<file path="config.mk">
export PLATFORM = sky130hd
export DESIGN_NAME = slc3_isdu_flat
export DESIGN_NICKNAME = d
export VERILOG_FILES = /design/src/rtl/slc3_isdu_if.sv /design/src/rtl/slc3_isdu.sv /design/src/flat_wrapper.sv
export SDC_FILE = /design/constraint.sdc
export NUM_CORES = 1
export LEC_CHECK = 0
export CORE_ASPECT_RATIO = 1.1
export CORE_MARGIN = 2
export CORE_UTILIZATION = 45
export CTS_CLUSTER_DIAMETER = 100
export DETAILED_ROUTE_END_ITERATION = 7
export GPL_TIMING_DRIVEN = 0
export PLACE_DENSITY = 0.78
export REMOVE_ABC_BUFFERS = 1
export SYNTH_ARGS = -nofsm -noshare
export SYNTH_HDL_FRONTEND = slang
export SYNTH_SLANG_ARGS = --single-unit
</file>
<file path="constraint.sdc">
create_clock -name Clk -period 2.11 [get_ports Clk]
set_input_delay 0.211 -clock Clk [delete_from_list [all_inputs] [get_ports Clk]]
set_output_delay 0.211 -clock Clk [all_outputs]
set_load 0.02 [all_outputs]
</file>
<file path="src/rtl/slc3_isdu_if.sv">
// Control/status bundle between the SLC-3 ISDU (master) and the datapath (slave).
interface slc3_isdu_if;
  logic       Run;
  logic       Continue;
  logic [3:0] Opcode;
  logic       IR_5;
  logic       IR_11;
  logic       BEN;

  logic       LD_MAR;
  logic       LD_MDR;
  logic       LD_IR;
  logic       LD_BEN;
  logic       LD_CC;
  logic       LD_REG;
  logic       LD_PC;
  logic       LD_LED;
  logic       GatePC;
  logic       GateMDR;
  logic       GateALU;
  logic       GateMARMUX;
  logic [1:0] PCMUX;
  logic       DRMUX;
  logic       SR1MUX;
  logic       SR2MUX;
  logic       ADDR1MUX;
  logic [1:0] ADDR2MUX;
  logic [1:0] ALUK;
  logic       MIO_EN;
  logic       Mem_RD;
  logic       Mem_WR;
  logic       Halted;

  modport master (
    input  Run, Continue, Opcode, IR_5, IR_11, BEN,
    output LD_MAR, LD_MDR, LD_IR, LD_BEN, LD_CC, LD_REG, LD_PC, LD_LED,
           GatePC, GateMDR, GateALU, GateMARMUX,
           PCMUX, DRMUX, SR1MUX, SR2MUX, ADDR1MUX, ADDR2MUX, ALUK,
           MIO_EN, Mem_RD, Mem_WR, Halted
  );

  modport slave (
    output Run, Continue, Opcode, IR_5, IR_11, BEN,
    input  LD_MAR, LD_MDR, LD_IR, LD_BEN, LD_CC, LD_REG, LD_PC, LD_LED,
           GatePC, GateMDR, GateALU, GateMARMUX,
           PCMUX, DRMUX, SR1MUX, SR2MUX, ADDR1MUX, ADDR2MUX, ALUK,
           MIO_EN, Mem_RD, Mem_WR, Halted
  );
endinterface

</file>
<file path="src/rtl/slc3_isdu.sv">
// SLC-3 instruction sequence/decode unit: Moore FSM driving all datapath controls.
// Define SLC3_ISDU_IR_PAUSE_EN to stop after every IR load for single-step inspection.
module slc3_isdu #(
  parameter int unsigned MEM_WAIT = 2
) (
  input  logic         Clk,
  input  logic         Reset,
  slc3_isdu_if.master  bus
);

  typedef enum logic [4:0] {
    S_HALTED,
    S_F_MAR,
    S_F_RD,
    S_F_IR,
`ifdef SLC3_ISDU_IR_PAUSE_EN
    S_IRP1,
    S_IRP2,
`endif
    S_DECODE,
    S_ADD,
    S_AND,
    S_NOT,
    S_BR,
    S_BR_T,
    S_JMP,
    S_JSR,
    S_JSR_PC,
    S_LDR_A,
    S_LDR_RD,
    S_LDR_WB,
    S_STR_A,
    S_STR_D,
    S_STR_WR,
    S_PAUSE1,
    S_PAUSE2
  } state_t;

  localparam logic [2:0] WAIT_LAST = 3'(MEM_WAIT - 1);

  state_t     state_reg, state_next;
  logic [2:0] wait_cnt_reg, wait_cnt_next;
  logic       mem_done;

  assign mem_done = (wait_cnt_reg == WAIT_LAST);

  always_ff @(posedge Clk or posedge Reset) begin
    if (Reset) begin
      state_reg    <= S_HALTED;
      wait_cnt_reg <= '0;
    end else begin
      state_reg    <= state_next;
      wait_cnt_reg <= wait_cnt_next;
    end
  end

  always_comb begin
    state_next    = state_reg;
    wait_cnt_next = '0;

    bus.LD_MAR     = 1'b0;
    bus.LD_MDR     = 1'b0;
    bus.LD_IR      = 1'b0;
    bus.LD_BEN     = 1'b0;
    bus.LD_CC      = 1'b0;
    bus.LD_REG     = 1'b0;
    bus.LD_PC      = 1'b0;
    bus.LD_LED     = 1'b0;
    bus.GatePC     = 1'b0;
    bus.GateMDR    = 1'b0;
    bus.GateALU    = 1'b0;
    bus.GateMARMUX = 1'b0;
    bus.PCMUX      = 2'd0;
    bus.DRMUX      = 1'b0;
    bus.SR1MUX     = 1'b0;
    bus.SR2MUX     = 1'b0;
    bus.ADDR1MUX   = 1'b0;
    bus.ADDR2MUX   = 2'd0;
    bus.ALUK       = 2'd0;
    bus.MIO_EN     = 1'b0;
    bus.Mem_RD     = 1'b0;
    bus.Mem_WR     = 1'b0;
    bus.Halted     = 1'b0;

    unique case (state_reg)
      S_HALTED: begin
        bus.Halted = 1'b1;
        if (bus.Run) state_next = S_F_MAR;
      end

      S_F_MAR: begin
        bus.GatePC = 1'b1;
        bus.LD_MAR = 1'b1;
        bus.LD_PC  = 1'b1;
        state_next = S_F_RD;
      end

      // Memory states hold the strobe until the wait counter reaches its last count;
      // the counter only runs inside these states, so it is zero on every entry.
      S_F_RD: begin
        bus.Mem_RD = 1'b1;
        bus.MIO_EN = 1'b1;
        bus.LD_MDR = 1'b1;
        if (mem_done) state_next = S_F_IR;
        else          wait_cnt_next = wait_cnt_reg + 3'd1;
      end

      S_F_IR: begin
        bus.GateMDR = 1'b1;
        bus.LD_IR   = 1'b1;
`ifdef SLC3_ISDU_IR_PAUSE_EN
        state_next  = S_IRP1;
`else
        state_next  = S_DECODE;
`endif
      end

`ifdef SLC3_ISDU_IR_PAUSE_EN
      S_IRP1: begin
        bus.LD_LED = 1'b1;
        if (bus.Continue) state_next = S_IRP2;
      end

      S_IRP2: begin
        if (!bus.Continue) state_next = S_DECODE;
      end
`endif

      S_DECODE: begin
        bus.LD_BEN = 1'b1;
        case (bus.Opcode)
          4'b0001: state_next = S_ADD;
          4'b0101: state_next = S_AND;
          4'b1001: state_next = S_NOT;
          4'b0000: state_next = S_BR;
          4'b1100: state_next = S_JMP;
          4'b0100: state_next = S_JSR;
          4'b0110: state_next = S_LDR_A;
          4'b0111: state_next = S_STR_A;
          4'b1101: state_next = S_PAUSE1;
          default: state_next = S_F_MAR;
        endcase
      end

      S_ADD, S_AND, S_NOT: begin
        bus.SR1MUX  = 1'b1;
        bus.SR2MUX  = bus.IR_5;
        bus.GateALU = 1'b1;
        bus.LD_REG  = 1'b1;
        bus.LD_CC   = 1'b1;
        if (state_reg == S_AND)      bus.ALUK = 2'd1;
        else if (state_reg == S_NOT) bus.ALUK = 2'd2;
        state_next = S_F_MAR;
      end

      S_BR: begin
        state_next = bus.BEN ? S_BR_T : S_F_MAR;
      end

      S_BR_T: begin
        bus.ADDR2MUX = 2'd2;
        bus.PCMUX    = 2'd1;
        bus.LD_PC    = 1'b1;
        state_next   = S_F_MAR;
      end

      S_JMP: begin
        bus.SR1MUX   = 1'b1;
        bus.ADDR1MUX = 1'b1;
        bus.PCMUX    = 2'd1;
        bus.LD_PC    = 1'b1;
        state_next   = S_F_MAR;
      end

      // R7 is written before the PC moves so it captures the return address.
      S_JSR: begin
        bus.GatePC = 1'b1;
        bus.DRMUX  = 1'b1;
        bus.LD_REG = 1'b1;
        state_next = S_JSR_PC;
      end

      S_JSR_PC: begin
        if (bus.IR_11) begin
          bus.ADDR2MUX = 2'd3;
        end else begin
          bus.ADDR1MUX = 1'b1;
          bus.SR1MUX   = 1'b1;
        end
        bus.PCMUX  = 2'd1;
        bus.LD_PC  = 1'b1;
        state_next = S_F_MAR;
      end

      S_LDR_A, S_STR_A: begin
        bus.SR1MUX     = 1'b1;
        bus.ADDR1MUX   = 1'b1;
        bus.ADDR2MUX   = 2'd1;
        bus.GateMARMUX = 1'b1;
        bus.LD_MAR     = 1'b1;
        state_next     = (state_reg == S_LDR_A) ? S_LDR_RD : S_STR_D;
      end

      S_LDR_RD: begin
        bus.Mem_RD = 1'b1;
        bus.MIO_EN = 1'b1;
        bus.LD_MDR = 1'b1;
        if (mem_done) state_next = S_LDR_WB;
        else          wait_cnt_next = wait_cnt_reg + 3'd1;
      end

      S_LDR_WB: begin
        bus.GateMDR = 1'b1;
        bus.LD_REG  = 1'b1;
        bus.LD_CC   = 1'b1;
        state_next  = S_F_MAR;
      end

      // Source register passes straight through the ALU into MDR.
      S_STR_D: begin
        bus.ALUK    = 2'd3;
        bus.GateALU = 1'b1;
        bus.LD_MDR  = 1'b1;
        state_next  = S_STR_WR;
      end

      S_STR_WR: begin
        bus.Mem_WR = 1'b1;
        if (mem_done) state_next = S_F_MAR;
        else          wait_cnt_next = wait_cnt_reg + 3'd1;
      end

      S_PAUSE1: begin
        bus.LD_LED = 1'b1;
        if (bus.Continue) state_next = S_PAUSE2;
      end

      S_PAUSE2: begin
        if (!bus.Continue) state_next = S_F_MAR;
      end

      default: state_next = S_HALTED;
    endcase
  end

endmodule

</file>
<file path="src/flat_wrapper.sv">
// flat-port wrapper written by rule: the top's interface ports become plain ports
module slc3_isdu_flat 
#(
  parameter int unsigned MEM_WAIT = 2
)
  (Clk, Reset, bus_Run, bus_Continue, bus_Opcode, bus_IR_5, bus_IR_11, bus_BEN, bus_LD_MAR, bus_LD_MDR, bus_LD_IR, bus_LD_BEN, bus_LD_CC, bus_LD_REG, bus_LD_PC, bus_LD_LED, bus_GatePC, bus_GateMDR, bus_GateALU, bus_GateMARMUX, bus_PCMUX, bus_DRMUX, bus_SR1MUX, bus_SR2MUX, bus_ADDR1MUX, bus_ADDR2MUX, bus_ALUK, bus_MIO_EN, bus_Mem_RD, bus_Mem_WR, bus_Halted);
  slc3_isdu_if bus_i ();
  input  logic Clk;
  input  logic Reset;
  input wire logic [$bits(bus_i.Run)-1:0] bus_Run;
  input wire logic [$bits(bus_i.Continue)-1:0] bus_Continue;
  input wire logic [$bits(bus_i.Opcode)-1:0] bus_Opcode;
  input wire logic [$bits(bus_i.IR_5)-1:0] bus_IR_5;
  input wire logic [$bits(bus_i.IR_11)-1:0] bus_IR_11;
  input wire logic [$bits(bus_i.BEN)-1:0] bus_BEN;
  output wire logic [$bits(bus_i.LD_MAR)-1:0] bus_LD_MAR;
  output wire logic [$bits(bus_i.LD_MDR)-1:0] bus_LD_MDR;
  output wire logic [$bits(bus_i.LD_IR)-1:0] bus_LD_IR;
  output wire logic [$bits(bus_i.LD_BEN)-1:0] bus_LD_BEN;
  output wire logic [$bits(bus_i.LD_CC)-1:0] bus_LD_CC;
  output wire logic [$bits(bus_i.LD_REG)-1:0] bus_LD_REG;
  output wire logic [$bits(bus_i.LD_PC)-1:0] bus_LD_PC;
  output wire logic [$bits(bus_i.LD_LED)-1:0] bus_LD_LED;
  output wire logic [$bits(bus_i.GatePC)-1:0] bus_GatePC;
  output wire logic [$bits(bus_i.GateMDR)-1:0] bus_GateMDR;
  output wire logic [$bits(bus_i.GateALU)-1:0] bus_GateALU;
  output wire logic [$bits(bus_i.GateMARMUX)-1:0] bus_GateMARMUX;
  output wire logic [$bits(bus_i.PCMUX)-1:0] bus_PCMUX;
  output wire logic [$bits(bus_i.DRMUX)-1:0] bus_DRMUX;
  output wire logic [$bits(bus_i.SR1MUX)-1:0] bus_SR1MUX;
  output wire logic [$bits(bus_i.SR2MUX)-1:0] bus_SR2MUX;
  output wire logic [$bits(bus_i.ADDR1MUX)-1:0] bus_ADDR1MUX;
  output wire logic [$bits(bus_i.ADDR2MUX)-1:0] bus_ADDR2MUX;
  output wire logic [$bits(bus_i.ALUK)-1:0] bus_ALUK;
  output wire logic [$bits(bus_i.MIO_EN)-1:0] bus_MIO_EN;
  output wire logic [$bits(bus_i.Mem_RD)-1:0] bus_Mem_RD;
  output wire logic [$bits(bus_i.Mem_WR)-1:0] bus_Mem_WR;
  output wire logic [$bits(bus_i.Halted)-1:0] bus_Halted;
  assign bus_i.Run = bus_Run;
  assign bus_i.Continue = bus_Continue;
  assign bus_i.Opcode = bus_Opcode;
  assign bus_i.IR_5 = bus_IR_5;
  assign bus_i.IR_11 = bus_IR_11;
  assign bus_i.BEN = bus_BEN;
  assign bus_LD_MAR = bus_i.LD_MAR;
  assign bus_LD_MDR = bus_i.LD_MDR;
  assign bus_LD_IR = bus_i.LD_IR;
  assign bus_LD_BEN = bus_i.LD_BEN;
  assign bus_LD_CC = bus_i.LD_CC;
  assign bus_LD_REG = bus_i.LD_REG;
  assign bus_LD_PC = bus_i.LD_PC;
  assign bus_LD_LED = bus_i.LD_LED;
  assign bus_GatePC = bus_i.GatePC;
  assign bus_GateMDR = bus_i.GateMDR;
  assign bus_GateALU = bus_i.GateALU;
  assign bus_GateMARMUX = bus_i.GateMARMUX;
  assign bus_PCMUX = bus_i.PCMUX;
  assign bus_DRMUX = bus_i.DRMUX;
  assign bus_SR1MUX = bus_i.SR1MUX;
  assign bus_SR2MUX = bus_i.SR2MUX;
  assign bus_ADDR1MUX = bus_i.ADDR1MUX;
  assign bus_ADDR2MUX = bus_i.ADDR2MUX;
  assign bus_ALUK = bus_i.ALUK;
  assign bus_MIO_EN = bus_i.MIO_EN;
  assign bus_Mem_RD = bus_i.Mem_RD;
  assign bus_Mem_WR = bus_i.Mem_WR;
  assign bus_Halted = bus_i.Halted;
  slc3_isdu #(.MEM_WAIT(MEM_WAIT)) u_core (.Clk(Clk), .Reset(Reset), .bus(bus_i));
endmodule
</file>
[Word-level counts from Yosys, hierarchy flattened]
Memory sizes are Yosys's and may differ from the RTL's.
Cells that the tools add are included.
W data, S select, Z words.
Storage, ports and cells
  register bits: 8
  memory bits (read-only): 80
  input port bits: 11
  logic and storage cells: 86
  memories kept: 1
Memories
  (name not given): depth 16, bits a word 5, rd ports 1, clocked after Yosys merged registers in 0, wr ports 0, line slc3_isdu.sv:131  | case (bus.Opcode)
Cells by class
  add/subtract/negate cells: 1
  equal/unequal tests: 27
  multiplexer cells: 37
  reductions and logical operators: 18
Operators by type and width (count)
  $pmux W5 S14: 1
  $eq A5 B4 Y1 const B: 8
  $mux W5: 7
  $eq A5 B5 Y1 const B: 5
  $eq A5 B3 Y1 const B: 4
  $mux W1: 19
  $reduce_or A3 Y1: 6
  $reduce_or A4 Y1: 3
  $eq A5 B2 Y1 const B: 2
  $reduce_or A2 Y1: 4
  $reduce_or A7 Y1: 1
  $mux W2: 3
  $mux W3: 2
  $ne A2 B1 Y1 const B: 3
  $ne A2 B2 Y1 const B: 3
  $pmux W2 S3: 1
  $reduce_and A6 Y1: 1
  $reduce_or A6 Y1: 1
  $eq A5 B1 Y1 const B: 1
  $logic_not A5 Y1: 1
  $reduce_or A5 Y1: 1
  $mux W4: 1
  $pmux W1 S2: 2
  $pmux W2 S2: 1
  other kinds (2): 2

[Logic depth before layout (Yosys ltp)]
  depth in word-level cells: 4
  mapped depth: 6
  depth with buffers taken out: 6

[Least setup slack after synthesis]
Ideal clock, no wire load.
  kind: flip-flop to output port
  from: reg u_core.state_reg[2]
  to: out bus_LD_MDR
  data arrival time: 1.655 ns
  path slack: 0.244 ns
  stages on the path, launching flop included: 5
  path buffers: 3
  cells stage by stage: dfrtp_1 buf_4 buf_2 buf_4 o41ai_1
Between the ends
  word-level cells in the longest chain between the ends: 3
  elaborated cells between the ends (all ways): 5
RTL lines
  start: declaration: line slc3_isdu.sv:41  | state_t state_reg, state_next;
  start signal: assignment: line slc3_isdu.sv:52  | state_reg <= state_next;
  $eq A5 B5 Y1, or another cell as far along: line slc3_isdu.sv:85  | unique case (state_reg)
  $reduce_or A3 Y1 (no line) (*)
  $mux W1 (*): line slc3_isdu.sv:85
  end: declaration: line flat_wrapper.sv:17  | output wire logic [$bits(bus_i.LD_MDR)-1:0] bus_LD_MDR;
Mark *: on every way between the ends. The rest lies on a longest branch, timed or not.

[Final worst setup path]
  from: reg u_core.state_reg[2]
  to: out bus_LD_IR
Between the ends
  word-level cells in the longest chain between the ends: 2
RTL lines
  $eq A5 B2 Y1: line slc3_isdu.sv:85
  $mux W1: line slc3_isdu.sv:85
  end: declaration: line flat_wrapper.sv:18  | output wire logic [$bits(bus_i.LD_IR)-1:0] bus_LD_IR;
Every way passes these cells.

==> results.cfg <==
[cells_and_area]
fin_area_um2 = 1588
drive_gt1_frac = 0.1518
n_antenna_cell = 0
syn2layout_area_growth_pct = 33.44
final_cells = 222
multiInputGateArea_um2 = 910.9
ff_latch_area_um2 = 219.0
num-nets-final = 208
largest_register_ffs = 5
fill_cells = 236

[synthesis]
seq_area_frac_synth = 0.1682
synth-xor-area-share = 0.02944
yosys_warnings = 0
synthSimpleGateAreaFrac = 0.3912
synth_top_area_frac = 0.1682
synth_edf_count = 0
syn_area_um2 = 1190
ys_async_sr_fraction = 1.000
synthCells = 164
synth_adder_area_share = 0.04206
synth-main-ff-cell = dfrtp_1
synth_area_per_cell_um2 = 7.255
synth_top_family_by_area = simple AND/OR/NAND/NOR gates
yosysTopAreaCell = dfrtp_1
synth_compound_area_frac = 0.2303
synthMuxAreaShare = 0.04416
ys_seq_elements = 8
yosysUniqueCellTypes = 51
synth_area_leaders = dfrtp_1 17%, nand2b_1 6.3%, nor2_1 5.0%, a21oi_1 4.6%, ha_1 4.2%

[cts]
cts_tree = yes
clkTransAtPathRegs_ns = 0.05
insertion_delay_ns = 0.25
hold_buffers = 0
cts.sinks = 8
cts_buffers = 3
cts_root_buf = clkbuf_4
cts_buffer_depth = 2
h-tree-depth = 1

[placement]
gp_congestion = 0.8499
portBuffers = 35
dp_hpwl_mm = 2.213
post-place-cells = 214
placed_area_um2 = 1493
post-place-ws_ns = -0.3918

[floorplan]
num_rows = 19
fp.dieW_um = 53.03
initial_core_util = 0.4767
die_h_um = 57.93
core_um2 = 2496
dieArea_um2 = 3072
ios = 37

[power]
power.internal_uw = 892.1
peakVddDrop_uv = 958.6
leakage_uw = 0.0007725
clkPwrFrac = 0.060
powerDensity_nw_per_um2 = 1216
seqPwrFrac = 0.200
p_comb_frac = 0.739
p_sw_frac = 0.5378
p_switching_uw = 1038
p_total_uw = 1930

[sta]
slew_viol_final = 0
setup_viol = 0
max_freq_mhz = 489.8
setup_tns_ns = 0
rsz0062_at_grt = false
hold_violations = 0
min_period_ns = 2.042
period_share = 0.9676
setup_ws_ns = 0.06840
clock_skew_ns = 0.0004880

[global_route]
grt_pass1_wl_mm = 5.685
grt_overflow_total = 0
grt_max_degree = 25
grt_usage = 0.2452
grt_pass1_vias = 1250
antenna_found_initial = 0

[route]
wl_per_cell_um = 16.50
viasPerCell = 6.104
vias = 1355
drt_iter0_markers = 38
drc = 0
totalWireLength_mm = 3.662
first_pass_iters = 4
ant_nets = 0

[worst_hold_path]
hp-class = in2async

[setup_path]
r2r_cells = 5
reg2reg_slack_ns = 0.29
critical_path.max_fanout = 12
cp-start-kind = flop
cp-end-kind = primary output
critPathSlowestCell = dfrtp_4
crit_start = u_core.state_reg[2]$_DFFE_PP0P_
slowest_delay_ns = 0.53
critPathCapture = bus_LD_IR
cp.arrival_ns = 1.83
worst_r2r_endpoint = u_core.state_reg[1]$_DFFE_PP0P_
worstSetupPathType = reg2out
worstPathRequired_ns = 1.90
crit_path_cell_trace = buf_4, nor2_2, nand2_1, nor2_1, clkdlybuf4s15_1
reg2reg_from = u_core.state_reg[2]$_DFFE_PP0P_

[run_status]
status = completed

[flow_run]
cap_violations = 0
power groups by stage:
stage               clock [uW]  combinational (uW)  sequential (uW)
global route               123                1530              398
detailed placement           0                1270              452
floorplan                    0                 849              376
finish                     117                1430              386
CTS                        117                1400              377
global placement             0                1240              440
worst min path at each step:
stage	depth (start not counted)	to
after global placement	2	u_core.wait_cnt_reg[1]$_DFF_PP0_
after detailed placement	2	u_core.wait_cnt_reg[1]$_DFF_PP0_
after global routing	2	u_core.wait_cnt_reg[1]$_DFF_PP0_
after CTS	2	u_core.state_reg[1]$_DFFE_PP0P_
final	2	u_core.wait_cnt_reg[1]$_DFF_PP0_
after floorplan	1	u_core.state_reg[0]$_DFFE_PP0P_
routing by layer:
metal / vias up / global-route usage / share of wire
li1: 633 / - / -
met1: 650 / 0.3128 / 0.43
met2: 59 / 0.4107 / 0.49
met3: 13 / 0.03608 / 0.059
met4: 0 / 0.09890 / 0.024
met5: - / 0 / 0
cell usage in the layout, fill, tap and decap left out, types with 2 or more instances in the layout:
cell | synthesis | routed
mux2i_1 | 3 | 3
nand2b_1 | 12 | 12
nand3_1 | 6 | 6
dfrtp_4 | 0 | 5
nor3b_1 | 3 | 3
dlymetal6s2s_1 | 0 | 4
dfrtp_1 | 8 | 3
nor2_2 | 0 | 4
clkdlybuf4s50_1 | 0 | 10
inv_1 | 6 | 6
o211a_1 | 2 | 2
nand2_1 | 10 | 10
nor4bb_1 | 2 | 2
buf_4 | 4 | 5
nor2b_1 | 8 | 8
o2bb2ai_1 | 3 | 3
a22oi_1 | 2 | 2
or2_2 | 2 | 2
xor2_1 | 2 | 2
o21a_1 | 4 | 4
o21bai_1 | 2 | 2
and3b_1 | 3 | 3
o21ai_0 | 5 | 5
and2_1 | 2 | 2
nor2_1 | 16 | 12
mux2_2 | 2 | 2
nor4_1 | 2 | 2
dlygate4sd2_1 | 0 | 15
nand3b_1 | 2 | 2
clkbuf_4 | 0 | 3
a21oi_1 | 11 | 11
clkdlybuf4s15_1 | 0 | 3
ha_1 | 4 | 4
nor3_1 | 4 | 3
kinds of logic (layout without fill, tap and decap cells):
logic type / after synthesis / after routing
AOI/OAI and AO/OA: 40 / 40
adders and majority gates: 4 / 4
DFF: 8 / 8
muxes: 5 / 5
other: 1 / 1
xor gates and xnor gates: 4 / 4
buffers and inverters: 22 / 49
and+or+nand+nor: 80 / 80
critical path: cells and delay by family (launching register included):
| family | cells | cell delay (ns) |
|---|---|---|
| buffers and inverters | 2 | 0.51 |
| flip-flops | 1 | 0.53 |
| AND/OR/NAND/NOR | 3 | 0.53 |
layout make-up:
type | count | share of cell area
inverter | 6 | 0.01418
sequential | 8 | 0.1379
tap | 31 | 0.02443
multi-input combinational | 134 | 0.5737
timing repair buffer | 40 | 0.2356
clock buffer | 3 | 0.01418
stage by stage:
stage,hold WS (ns),util
floorplan,0.02666,-
global placement,0.4627,0.5980
detailed placement,0.4768,0.5980
CTS,0.2073,0.6276
global route,0.2471,0.6361
finish,0.1988,0.6361
Yosys cell counts (4+ instances only):
cell / n
nand2b_1: 12
dfrtp_1: 8
nand2_1: 10
ha_1: 4
a21oi_1: 11
nor3_1: 4
nor2_1: 16
o21a_1: 4
buf_2: 9
buf_4: 4
nor2b_1: 8
nand3_1: 6
inv_1: 6
o21ai_0: 5
repair_timing:
action	4_1_cts	5_1_grt
setup buffers	5	0
endpoints found under the hold margin	0	0
resized for setup	41	12
pin swaps	0	0
setup endpoints to repair	25	9
(Power assumes the default switching activity.)
